===== config.mk =====
export PLATFORM = sky130hd
export DESIGN_NAME = mips_mc_controller_flat
export DESIGN_NICKNAME = d
export VERILOG_FILES = /design/src/rtl/mips_mc_controller_if.sv /design/src/rtl/mips_mc_controller.sv /design/src/flat_wrapper.sv
export SDC_FILE = /design/constraint.sdc
export NUM_CORES = 1
export LEC_CHECK = 0
export CAP_MARGIN = 20
export CORE_MARGIN = 3
export CORE_UTILIZATION = 40
export CTS_BUF_LIST = sky130_fd_sc_hd__clkbuf_2
export DETAILED_ROUTE_END_ITERATION = 10
export PLACE_DENSITY = 0.82
export REMOVE_ABC_BUFFERS = 1
export SETUP_SLACK_MARGIN = 0.3
export SYNTH_ARGS = -nofsm -noshare
export SYNTH_HDL_FRONTEND = slang
export SYNTH_SLANG_ARGS = --single-unit

===== constraint.sdc =====
create_clock -name clk -period 2 [get_ports clk]
set_clock_uncertainty 0.15 [all_clocks]
set_input_delay 0.2 -clock clk [delete_from_list [all_inputs] [get_ports clk]]
set_output_delay 0.2 -clock clk [all_outputs]
set_load 0.01 [all_outputs]

===== src/rtl/mips_mc_controller_if.sv =====
// Control bundle between the multicycle MIPS controller and its datapath.
// The controller uses the master modport; the datapath (or a bench) uses slave.
interface mips_mc_controller_if;
  logic [5:0] op;
  logic [5:0] funct;
  logic       zero;

  logic       iord;
  logic       memwrite;
  logic       irwrite;
  logic       regdst;
  logic       memtoreg;
  logic       regwrite;
  logic       alusrca;
  logic [1:0] alusrcb;
  logic [1:0] pcsrc;
  logic       pcen;
  logic [2:0] alucontrol;
  logic       instr_done;
  logic       illegal_op;

  modport master (
    input  op, funct, zero,
    output iord, memwrite, irwrite, regdst, memtoreg, regwrite,
           alusrca, alusrcb, pcsrc, pcen, alucontrol, instr_done, illegal_op
  );

  modport slave (
    output op, funct, zero,
    input  iord, memwrite, irwrite, regdst, memtoreg, regwrite,
           alusrca, alusrcb, pcsrc, pcen, alucontrol, instr_done, illegal_op
  );
endinterface


===== src/rtl/mips_mc_controller.sv =====
// Multicycle MIPS control unit: Moore FSM sequencing fetch/decode/execute/
// memory/writeback, plus the ALU decoder feeding the datapath ALU.
module mips_mc_controller (
  input  logic                   clk,
  input  logic                   reset,
  mips_mc_controller_if.master   bus
);

  localparam logic [3:0] FETCH   = 4'd0;
  localparam logic [3:0] DECODE  = 4'd1;
  localparam logic [3:0] MEMADR  = 4'd2;
  localparam logic [3:0] MEMRD   = 4'd3;
  localparam logic [3:0] MEMWB   = 4'd4;
  localparam logic [3:0] MEMWR   = 4'd5;
  localparam logic [3:0] EXECUTE = 4'd6;
  localparam logic [3:0] ALUWB   = 4'd7;
  localparam logic [3:0] BRANCH  = 4'd8;
  localparam logic [3:0] ADDIEX  = 4'd9;
  localparam logic [3:0] ADDIWB  = 4'd10;
  localparam logic [3:0] JUMP    = 4'd11;

  localparam logic [5:0] OP_LW    = 6'b100011;
  localparam logic [5:0] OP_SW    = 6'b101011;
  localparam logic [5:0] OP_RTYPE = 6'b000000;
  localparam logic [5:0] OP_BEQ   = 6'b000100;
  localparam logic [5:0] OP_ADDI  = 6'b001000;
  localparam logic [5:0] OP_J     = 6'b000010;

  localparam logic [5:0] FN_ADD = 6'b100000;
  localparam logic [5:0] FN_SUB = 6'b100010;
  localparam logic [5:0] FN_AND = 6'b100100;
  localparam logic [5:0] FN_OR  = 6'b100101;
  localparam logic [5:0] FN_SLT = 6'b101010;

  localparam logic [1:0] ALUOP_ADD   = 2'b00;
  localparam logic [1:0] ALUOP_SUB   = 2'b01;
  localparam logic [1:0] ALUOP_FUNCT = 2'b10;

  localparam logic [2:0] ALU_AND = 3'b000;
  localparam logic [2:0] ALU_OR  = 3'b001;
  localparam logic [2:0] ALU_ADD = 3'b010;
  localparam logic [2:0] ALU_SUB = 3'b110;
  localparam logic [2:0] ALU_SLT = 3'b111;

  logic [3:0] state;
  logic [3:0] next_state;

  // Raw Moore decode, before reset gating of the write enables.
  logic       iord_s;
  logic       memwrite_s;
  logic       irwrite_s;
  logic       regdst_s;
  logic       memtoreg_s;
  logic       regwrite_s;
  logic       alusrca_s;
  logic [1:0] alusrcb_s;
  logic [1:0] pcsrc_s;
  logic       pcwrite_s;
  logic       branch_s;
  logic [1:0] aluop_s;
  logic       done_s;
  logic       illegal_s;
  logic       op_legal;
  logic [2:0] alucontrol_s;

  always_comb begin
    unique case (bus.op)
      OP_LW, OP_SW, OP_RTYPE, OP_BEQ, OP_ADDI, OP_J: op_legal = 1'b1;
      default:                                       op_legal = 1'b0;
    endcase
  end

  // NOTE: sequential state uses non-blocking assignments so every flop
  // samples the pre-edge value; blocking here would create ordering races.
  always_ff @(posedge clk or posedge reset) begin
    if (reset) state <= FETCH;
    else       state <= next_state;
  end

  always_comb begin
    next_state = FETCH;
    case (state)
      FETCH:   next_state = DECODE;
      DECODE: begin
        case (bus.op)
          OP_LW, OP_SW: next_state = MEMADR;
          OP_RTYPE:     next_state = EXECUTE;
          OP_BEQ:       next_state = BRANCH;
          OP_ADDI:      next_state = ADDIEX;
          OP_J:         next_state = JUMP;
          default:      next_state = FETCH;
        endcase
      end
      MEMADR:  next_state = (bus.op == OP_LW) ? MEMRD : MEMWR;
      MEMRD:   next_state = MEMWB;
      EXECUTE: next_state = ALUWB;
      ADDIEX:  next_state = ADDIWB;
      default: next_state = FETCH;
    endcase
  end

  // NOTE: every output gets a default before the case so no state can leave
  // one unassigned, which would otherwise infer a latch.
  always_comb begin
    iord_s     = 1'b0;
    memwrite_s = 1'b0;
    irwrite_s  = 1'b0;
    regdst_s   = 1'b0;
    memtoreg_s = 1'b0;
    regwrite_s = 1'b0;
    alusrca_s  = 1'b0;
    alusrcb_s  = 2'b00;
    pcsrc_s    = 2'b00;
    pcwrite_s  = 1'b0;
    branch_s   = 1'b0;
    aluop_s    = ALUOP_ADD;
    done_s     = 1'b0;
    illegal_s  = 1'b0;
    case (state)
      FETCH: begin
        irwrite_s = 1'b1;
        pcwrite_s = 1'b1;
        alusrcb_s = 2'b01;
      end
      DECODE: begin
        alusrcb_s = 2'b11;
        illegal_s = ~op_legal;
        done_s    = ~op_legal;
      end
      MEMADR: begin
        alusrca_s = 1'b1;
        alusrcb_s = 2'b10;
      end
      MEMRD:  iord_s = 1'b1;
      MEMWB: begin
        memtoreg_s = 1'b1;
        regwrite_s = 1'b1;
        done_s     = 1'b1;
      end
      MEMWR: begin
        iord_s     = 1'b1;
        memwrite_s = 1'b1;
        done_s     = 1'b1;
      end
      EXECUTE: begin
        alusrca_s = 1'b1;
        aluop_s   = ALUOP_FUNCT;
      end
      ALUWB: begin
        regdst_s   = 1'b1;
        regwrite_s = 1'b1;
        done_s     = 1'b1;
      end
      BRANCH: begin
        alusrca_s = 1'b1;
        aluop_s   = ALUOP_SUB;
        pcsrc_s   = 2'b01;
        branch_s  = 1'b1;
        done_s    = 1'b1;
      end
      ADDIEX: begin
        alusrca_s = 1'b1;
        alusrcb_s = 2'b10;
      end
      ADDIWB: begin
        regwrite_s = 1'b1;
        done_s     = 1'b1;
      end
      JUMP: begin
        pcsrc_s   = 2'b10;
        pcwrite_s = 1'b1;
        done_s    = 1'b1;
      end
      default: ;
    endcase
  end

  always_comb begin
    alucontrol_s = ALU_ADD;
    case (aluop_s)
      ALUOP_SUB: alucontrol_s = ALU_SUB;
      ALUOP_FUNCT: begin
        case (bus.funct)
          FN_ADD:  alucontrol_s = ALU_ADD;
          FN_SUB:  alucontrol_s = ALU_SUB;
          FN_AND:  alucontrol_s = ALU_AND;
          FN_OR:   alucontrol_s = ALU_OR;
          FN_SLT:  alucontrol_s = ALU_SLT;
          default: alucontrol_s = ALU_ADD;
        endcase
      end
      default: alucontrol_s = ALU_ADD;
    endcase
  end

  // Enables are masked while reset is high so an aborted instruction can
  // never write anything, even in the cycle reset rises.
  assign bus.iord       = iord_s;
  assign bus.memwrite   = memwrite_s & ~reset;
  assign bus.irwrite    = irwrite_s  & ~reset;
  assign bus.regdst     = regdst_s;
  assign bus.memtoreg   = memtoreg_s;
  assign bus.regwrite   = regwrite_s & ~reset;
  assign bus.alusrca    = alusrca_s;
  assign bus.alusrcb    = alusrcb_s;
  assign bus.pcsrc      = pcsrc_s;
  assign bus.pcen       = (pcwrite_s | (branch_s & bus.zero)) & ~reset;
  assign bus.alucontrol = alucontrol_s;
  assign bus.instr_done = done_s    & ~reset;
  assign bus.illegal_op = illegal_s & ~reset;

endmodule


===== src/flat_wrapper.sv =====
// flat-port wrapper written by rule: the top's interface ports become plain ports
module mips_mc_controller_flat 
  (clk, reset, bus_op, bus_funct, bus_zero, bus_iord, bus_memwrite, bus_irwrite, bus_regdst, bus_memtoreg, bus_regwrite, bus_alusrca, bus_alusrcb, bus_pcsrc, bus_pcen, bus_alucontrol, bus_instr_done, bus_illegal_op);
  mips_mc_controller_if bus_i ();
  input  logic clk;
  input  logic reset;
  input wire logic [$bits(bus_i.op)-1:0] bus_op;
  input wire logic [$bits(bus_i.funct)-1:0] bus_funct;
  input wire logic [$bits(bus_i.zero)-1:0] bus_zero;
  output wire logic [$bits(bus_i.iord)-1:0] bus_iord;
  output wire logic [$bits(bus_i.memwrite)-1:0] bus_memwrite;
  output wire logic [$bits(bus_i.irwrite)-1:0] bus_irwrite;
  output wire logic [$bits(bus_i.regdst)-1:0] bus_regdst;
  output wire logic [$bits(bus_i.memtoreg)-1:0] bus_memtoreg;
  output wire logic [$bits(bus_i.regwrite)-1:0] bus_regwrite;
  output wire logic [$bits(bus_i.alusrca)-1:0] bus_alusrca;
  output wire logic [$bits(bus_i.alusrcb)-1:0] bus_alusrcb;
  output wire logic [$bits(bus_i.pcsrc)-1:0] bus_pcsrc;
  output wire logic [$bits(bus_i.pcen)-1:0] bus_pcen;
  output wire logic [$bits(bus_i.alucontrol)-1:0] bus_alucontrol;
  output wire logic [$bits(bus_i.instr_done)-1:0] bus_instr_done;
  output wire logic [$bits(bus_i.illegal_op)-1:0] bus_illegal_op;
  assign bus_i.op = bus_op;
  assign bus_i.funct = bus_funct;
  assign bus_i.zero = bus_zero;
  assign bus_iord = bus_i.iord;
  assign bus_memwrite = bus_i.memwrite;
  assign bus_irwrite = bus_i.irwrite;
  assign bus_regdst = bus_i.regdst;
  assign bus_memtoreg = bus_i.memtoreg;
  assign bus_regwrite = bus_i.regwrite;
  assign bus_alusrca = bus_i.alusrca;
  assign bus_alusrcb = bus_i.alusrcb;
  assign bus_pcsrc = bus_i.pcsrc;
  assign bus_pcen = bus_i.pcen;
  assign bus_alucontrol = bus_i.alucontrol;
  assign bus_instr_done = bus_i.instr_done;
  assign bus_illegal_op = bus_i.illegal_op;
  mips_mc_controller u_core (.clk(clk), .reset(reset), .bus(bus_i));
endmodule

After elaboration in Yosys (flattened, before gate mapping)
Index checks and enable logic that the tools add are counted.
Word-level totals
  bits in registers: 4
  input bits: 15
  output and inout bits: 17
  logic and storage cells: 63
Operators by class
  equality and inequality tests: 22
  multiplexer cells: 20
  bitwise gates (word level): 10
  reduce and logical (&&, ||, !) cells: 10
Operator list (number)
  equality test 6 bit, second input constant: 6
  case mux 4 bit (6 select lines): 1
  case mux 4 bit (5 select lines): 1
  equality test 4 x 3 -> 1 bit, second input constant: 4
  equality test 4 bit, second input constant: 4
  case mux 3 bit (4 select lines): 1
  OR reduction 6 bit: 2
  two-way mux 1 bit: 11
  equality test 4 x 2 -> 1 bit, second input constant: 2
  case mux 2 bit (2 select lines): 2
  OR reduction 2 bit: 4
  AND 1 bit: 7
  equality test 6 x 2 -> 1 bit, second input constant: 1
  equality test 6 x 3 -> 1 bit, second input constant: 1
  equality test 6 x 4 -> 1 bit, second input constant: 1
  zero test 6 bit: 1
  case mux 2 bit (3 select lines): 1
  case mux 3 bit (2 select lines): 1
  equality test 4 x 1 -> 1 bit, second input constant: 1
  zero test 4 bit: 1
  OR reduction 4 bit: 1
  two-way mux 3 bit: 1
  OR reduction 3 bit: 1
  equality test 2 x 1 -> 1 bit, second input constant: 1
  4 further kinds: 5

Depth between registers and ports, before layout
  depth in word-level cells: 6
  depth in mapped cells: 7
  gate-level depth less buffers: 6

Worst setup path after synthesis
OpenSTA, ideal clock, no wires.
  kind: register to output
  from: reg u_core.state[1]
  to: out bus_alucontrol[2]
  arrival: 1725 ps
  required time: 1650 ps
  slack: -75 ps
  cell stages (with the launch flop): 7
  path buffers: 1
  path through: dfrtp_1 > buf_2 > nor3_1 > inv_1 > ha_1 > and4b_1 > o21a_1
Between the ends
  longest elaborated chain between the ends: 4
  elaborated cells between the ends (all ways): 6
  classes of those cells: 4 x eq/ne; 2 x mux
Ends and longest elaborated chain
  from (decl): RTL line mips_mc_controller.sv:45  | logic [3:0] state;
  from (signal assigned): RTL line mips_mc_controller.sv:77  | else state <= next_state;
  equality test 4 bit / equality test 4 x 3 -> 1 bit (equally long branches): RTL line mips_mc_controller.sv:119  | case (state)
  case mux 2 bit (2 select lines) (*): RTL line mips_mc_controller.sv:119
  equality test 2 bit / equality test 2 x 1 -> 1 bit (equally long branches): RTL line mips_mc_controller.sv:180  | case (aluop_s)
  case mux 3 bit (2 select lines) (*): RTL line mips_mc_controller.sv:180
  to (decl): RTL line flat_wrapper.sv:20  | output wire logic [$bits(bus_i.alucontrol)-1:0] bus_alucontrol;
Mark *: on every way between the ends. The rest lies on a longest branch, timed or not.

Final worst setup path
  from: reg u_core.state[1]
  to: out bus_alucontrol[1]
Same word-level chain as after synthesis.

==> flow_metrics.py <==
metrics = {
    "run_status": {
        "status": "finished with violations",
        "violations": "setup timing",
    },
    "route": {
        "wl_mm": 3.73,
        "vias": 1057,
        "ant_nets": 0,
        "vias_per_cell": 6.73,
        "drcViolationCount": 0,
        "drt-initial-drc-count": 62,
        "detail_route.wl_per_cell_um": 23.7,
        "dr.pass1.iters": 4,
    },
    "power_and_ir_drop": {
        "powerDensity_mw_per_mm2": 758,
        "fin_total_pwr_uw": 973,
        "power_leakage_nw": 0.558,
        "ir_drop_uv": 535,
    },
    "job": {
        "drv_cap": 0,
    },
    "global_routing": {
        "grt_pass1_vias": 963,
        "grt_max_degree": 12,
        "grt_use_met2_pct": 57.6,
        "globalRouteMet3Util_pct": 3.66,
        "grt.busiest_layer": "met2",
        "antenna_found_initial": 0,
        "met1_usage_pct": 31.4,
        "track_usage_pct": 30.4,
        "globalRouteOverflowTotal": 0,
        "grt_pass1_wl_mm": 4.33,
    },
    "setup_path": {
        "worstSetupPathType": "reg2out",
        "reg2reg_from": "u_core.state[2]",
        "cp_top_family": "buffers and inverters",
        "cp.arrival_ns": 1.83,
        "end_kind": "output port",
        "cp_slowest_cell": "dfrtp_1",
        "cp_max_fo": 3,
        "worst-path-buf-inv": 3,
        "crit_chain": "buf_4 > nor3_4 > inv_2 > ha_1 > nand3b_1 > clkdlybuf4s15_2",
        "worstPathRequired_ns": 1.65,
        "start_kind": "flip-flop",
        "regToRegSetupSlack_ns": 0.10,
        "slowest_delay_ns": 0.43,
        "timing.rr.end": "u_core.state[2]",
        "ff2ff_path_depth": 7,
    },
    "cells_and_area": {
        "top_register": "u_core.state",
        "layoutNonFillerInstCount": 157,
        "utilization_pct": 95.2,
        "largest_reg_flops": 4,
        "drive_above_1_share_pct": 54.2,
        "syn2layout_area_growth_pct": 116,
        "reg.largest.list": "u_core.state x4",
        "postLayoutCellArea_mm2": 0.00128,
        "n_antenna_cell": 0,
        "finalNetCount": 162,
        "final_cell_mix": "18 x buf_4, 11 x buf_6, 10 x buf_2",
        "final_common_cell": "buf_4",
        "nFillCells": 40,
    },
    "synthesis": {
        "synth_cell_types": 37,
        "seq_area_frac_synth_pct": 16.8,
        "syn_area_per_cell_um2": 7.18,
        "syn-cell-area_um2": 596,
        "netlist_instances": 83,
        "ys_ff_latch": 4,
        "ys_warn_count": 0,
    },
    "timing": {
        "finalHoldViolations": 0,
        "setup_tns_ns": -0.610,
        "period_share_pct": 109,
        "setup_viol": 6,
        "worst_slew_pin_slew_ns": 0.404,
        "slew_viol_final": 0,
        "holdWs_ns": 0.209,
        "fin_crit_ns": 2.18,
        "rsz0062_at_grt": "true",
        "setup_slack_ns": -0.184,
        "max_freq_ghz": 0.458,
        "max-slew-margin-rel_pct": 73.0,
    },
    "floorplan": {
        "initial_utilization_pct": 44.1,
        "die_h_um": 44.6,
        "die_w_um": 44.6,
        "core.rowCount": 13,
        "die-area_mm2": 0.00199,
        "core_area_mm2": 0.00135,
        "ios": 32,
    },
    "placed_design": {
        "io_buffers": 31,
        "gp_congestion": 0.870,
        "placed_cells_incl_taps": 146,
        "dpl_cell_area_mm2": 0.00107,
        "dpl.hpwl_mm": 1.72,
        "pre_cts_ws_ns": -0.403,
    },
    "cts": {
        "cts_buffers": 3,
        "clock_sinks": 4,
        "insertion_delay_ns": 0.25,
        "cts_tree": "yes",
        "clk_pin_slew_ns": 0.07,
        "htree_levels": 1,
        "ctsHoldBuffers": 0,
        "clockRootBuffer": "clkbuf_2",
        "clock_path_buffers": 2,
    },
    "min_path": {
        "holdCritPathClass": "in2async",
    },
}
==> layout make-up <==
class                   instances  area [µm²]  share of cell area, %
well taps                      15        18.8                   1.46
repair buffers                 60         514                   40.0
flip-flops and latches          4         103                   7.98
multi-input cells              70         613                   47.7
clock buffers                   3        15.0                   1.17
inverters                       5        21.3                   1.66
==> how the worst max path moves through the flow <==
| stage | startpoint | endpoint | slack (ns) | cells past startpoint |
|---|---|---|---|---|
| 6_report | u_core.state[1] | bus_alucontrol[1] | -0.18 | 6 |
| 5_1_grt | u_core.state[2] | bus_alucontrol[1] | -0.20 | 6 |
| 4_1_cts | u_core.state[3] | bus_alucontrol[1] | -0.08 | 5 |
| 3_5_place_dp | u_core.state[3] | bus_alucontrol[0] | -0.40 | 6 |
| 3_3_place_gp | u_core.state[3] | bus_alucontrol[0] | -0.25 | 6 |
| 2_1_floorplan | u_core.state[2] | bus_alucontrol[2] | -0.17 | 6 |
==> report_power, final <==
part	internal, mW	switching, mW	leakage (nW)
clock	0.0408	0.0555	0.0125
combinational	0.379	0.363	0.495
sequential	0.101	0.0342	0.0505
total	0.521	0.453	0.558
==> logic make-up (layout without fill, tap and decap cells) <==
family                   count (synthesis)  in the layout  share of synthesized area (%)
buffers and inverters                    9             68                           5.88
adder cells (fa/ha/maj)                  4              4                           7.98
XOR/XNOR                                 2              2                           2.94
AND/OR/NAND/NOR                         41             41                           40.1
multiplexers                             1              1                           1.89
flip-flops                               4              4                           16.8
AO/OA/AOI/OAI                           22             22                           24.4
==> cell usage after synthesis <==
cell type  count  share of area [%]
clkbuf_1       1               0.63
o21a_1         2                2.5
a21oi_1        6                5.0
nor3_1         7                5.9
o31a_1         1                1.5
and4b_1        1                1.7
o32ai_1        1                1.5
ha_1           3                6.3
nor4bb_1       1                1.7
xor2_1         1                1.5
a221oi_1       1                1.5
or2_2          1                1.1
inv_1          5                3.2
a21o_1         1                1.3
nor3b_1        3                3.8
nand3_1        3                2.5
o22ai_1        1                1.1
o21bai_1       1                1.3
or3_1          3                3.2
o22a_2         1                1.7
dfrtp_1        4                 17
a22oi_1        1                1.3
nand2_1        4                2.5
nor2b_1        1                1.1
nand3b_1       2                2.5
nor4b_2        1                2.5
o22a_1         1                1.5
mux2_2         1                1.9
buf_2          1               0.84
buf_1          2                1.3
maj3_1         1                1.7
or3_4          1                1.9
nand2b_1       4                4.2
xnor2_1        1                1.5
o21ai_0        4                3.4
nor2_1         9                5.7
a31oi_1        1                1.1
==> routing by layer <==
| metal | vias to the layer above | part of all wire (%) |
|---|---|---|
| met4 | 0 | 8.9 |
| met5 | - | 0 |
| li1 | 428 | - |
| met2 | 126 | 46 |
| met1 | 461 | 32 |
| met3 | 42 | 12 |
==> worst register-to-register path: cells and delay by family, from the launching register on <==
family          cells  cell delay (ns)
flops               1             0.46
buf+inv             4             0.51
compound gates      1             0.21
simple gates        2             0.47
==> what timing repair did <==
item                                    CTS  global route
resized for setup                       101            15
buffers inserted                          5             3
endpoints found under the setup margin   18            17
pin swaps                                 9             4
cloned                                    0             0
No activity file was read; power rests on OpenSTA's default activity.
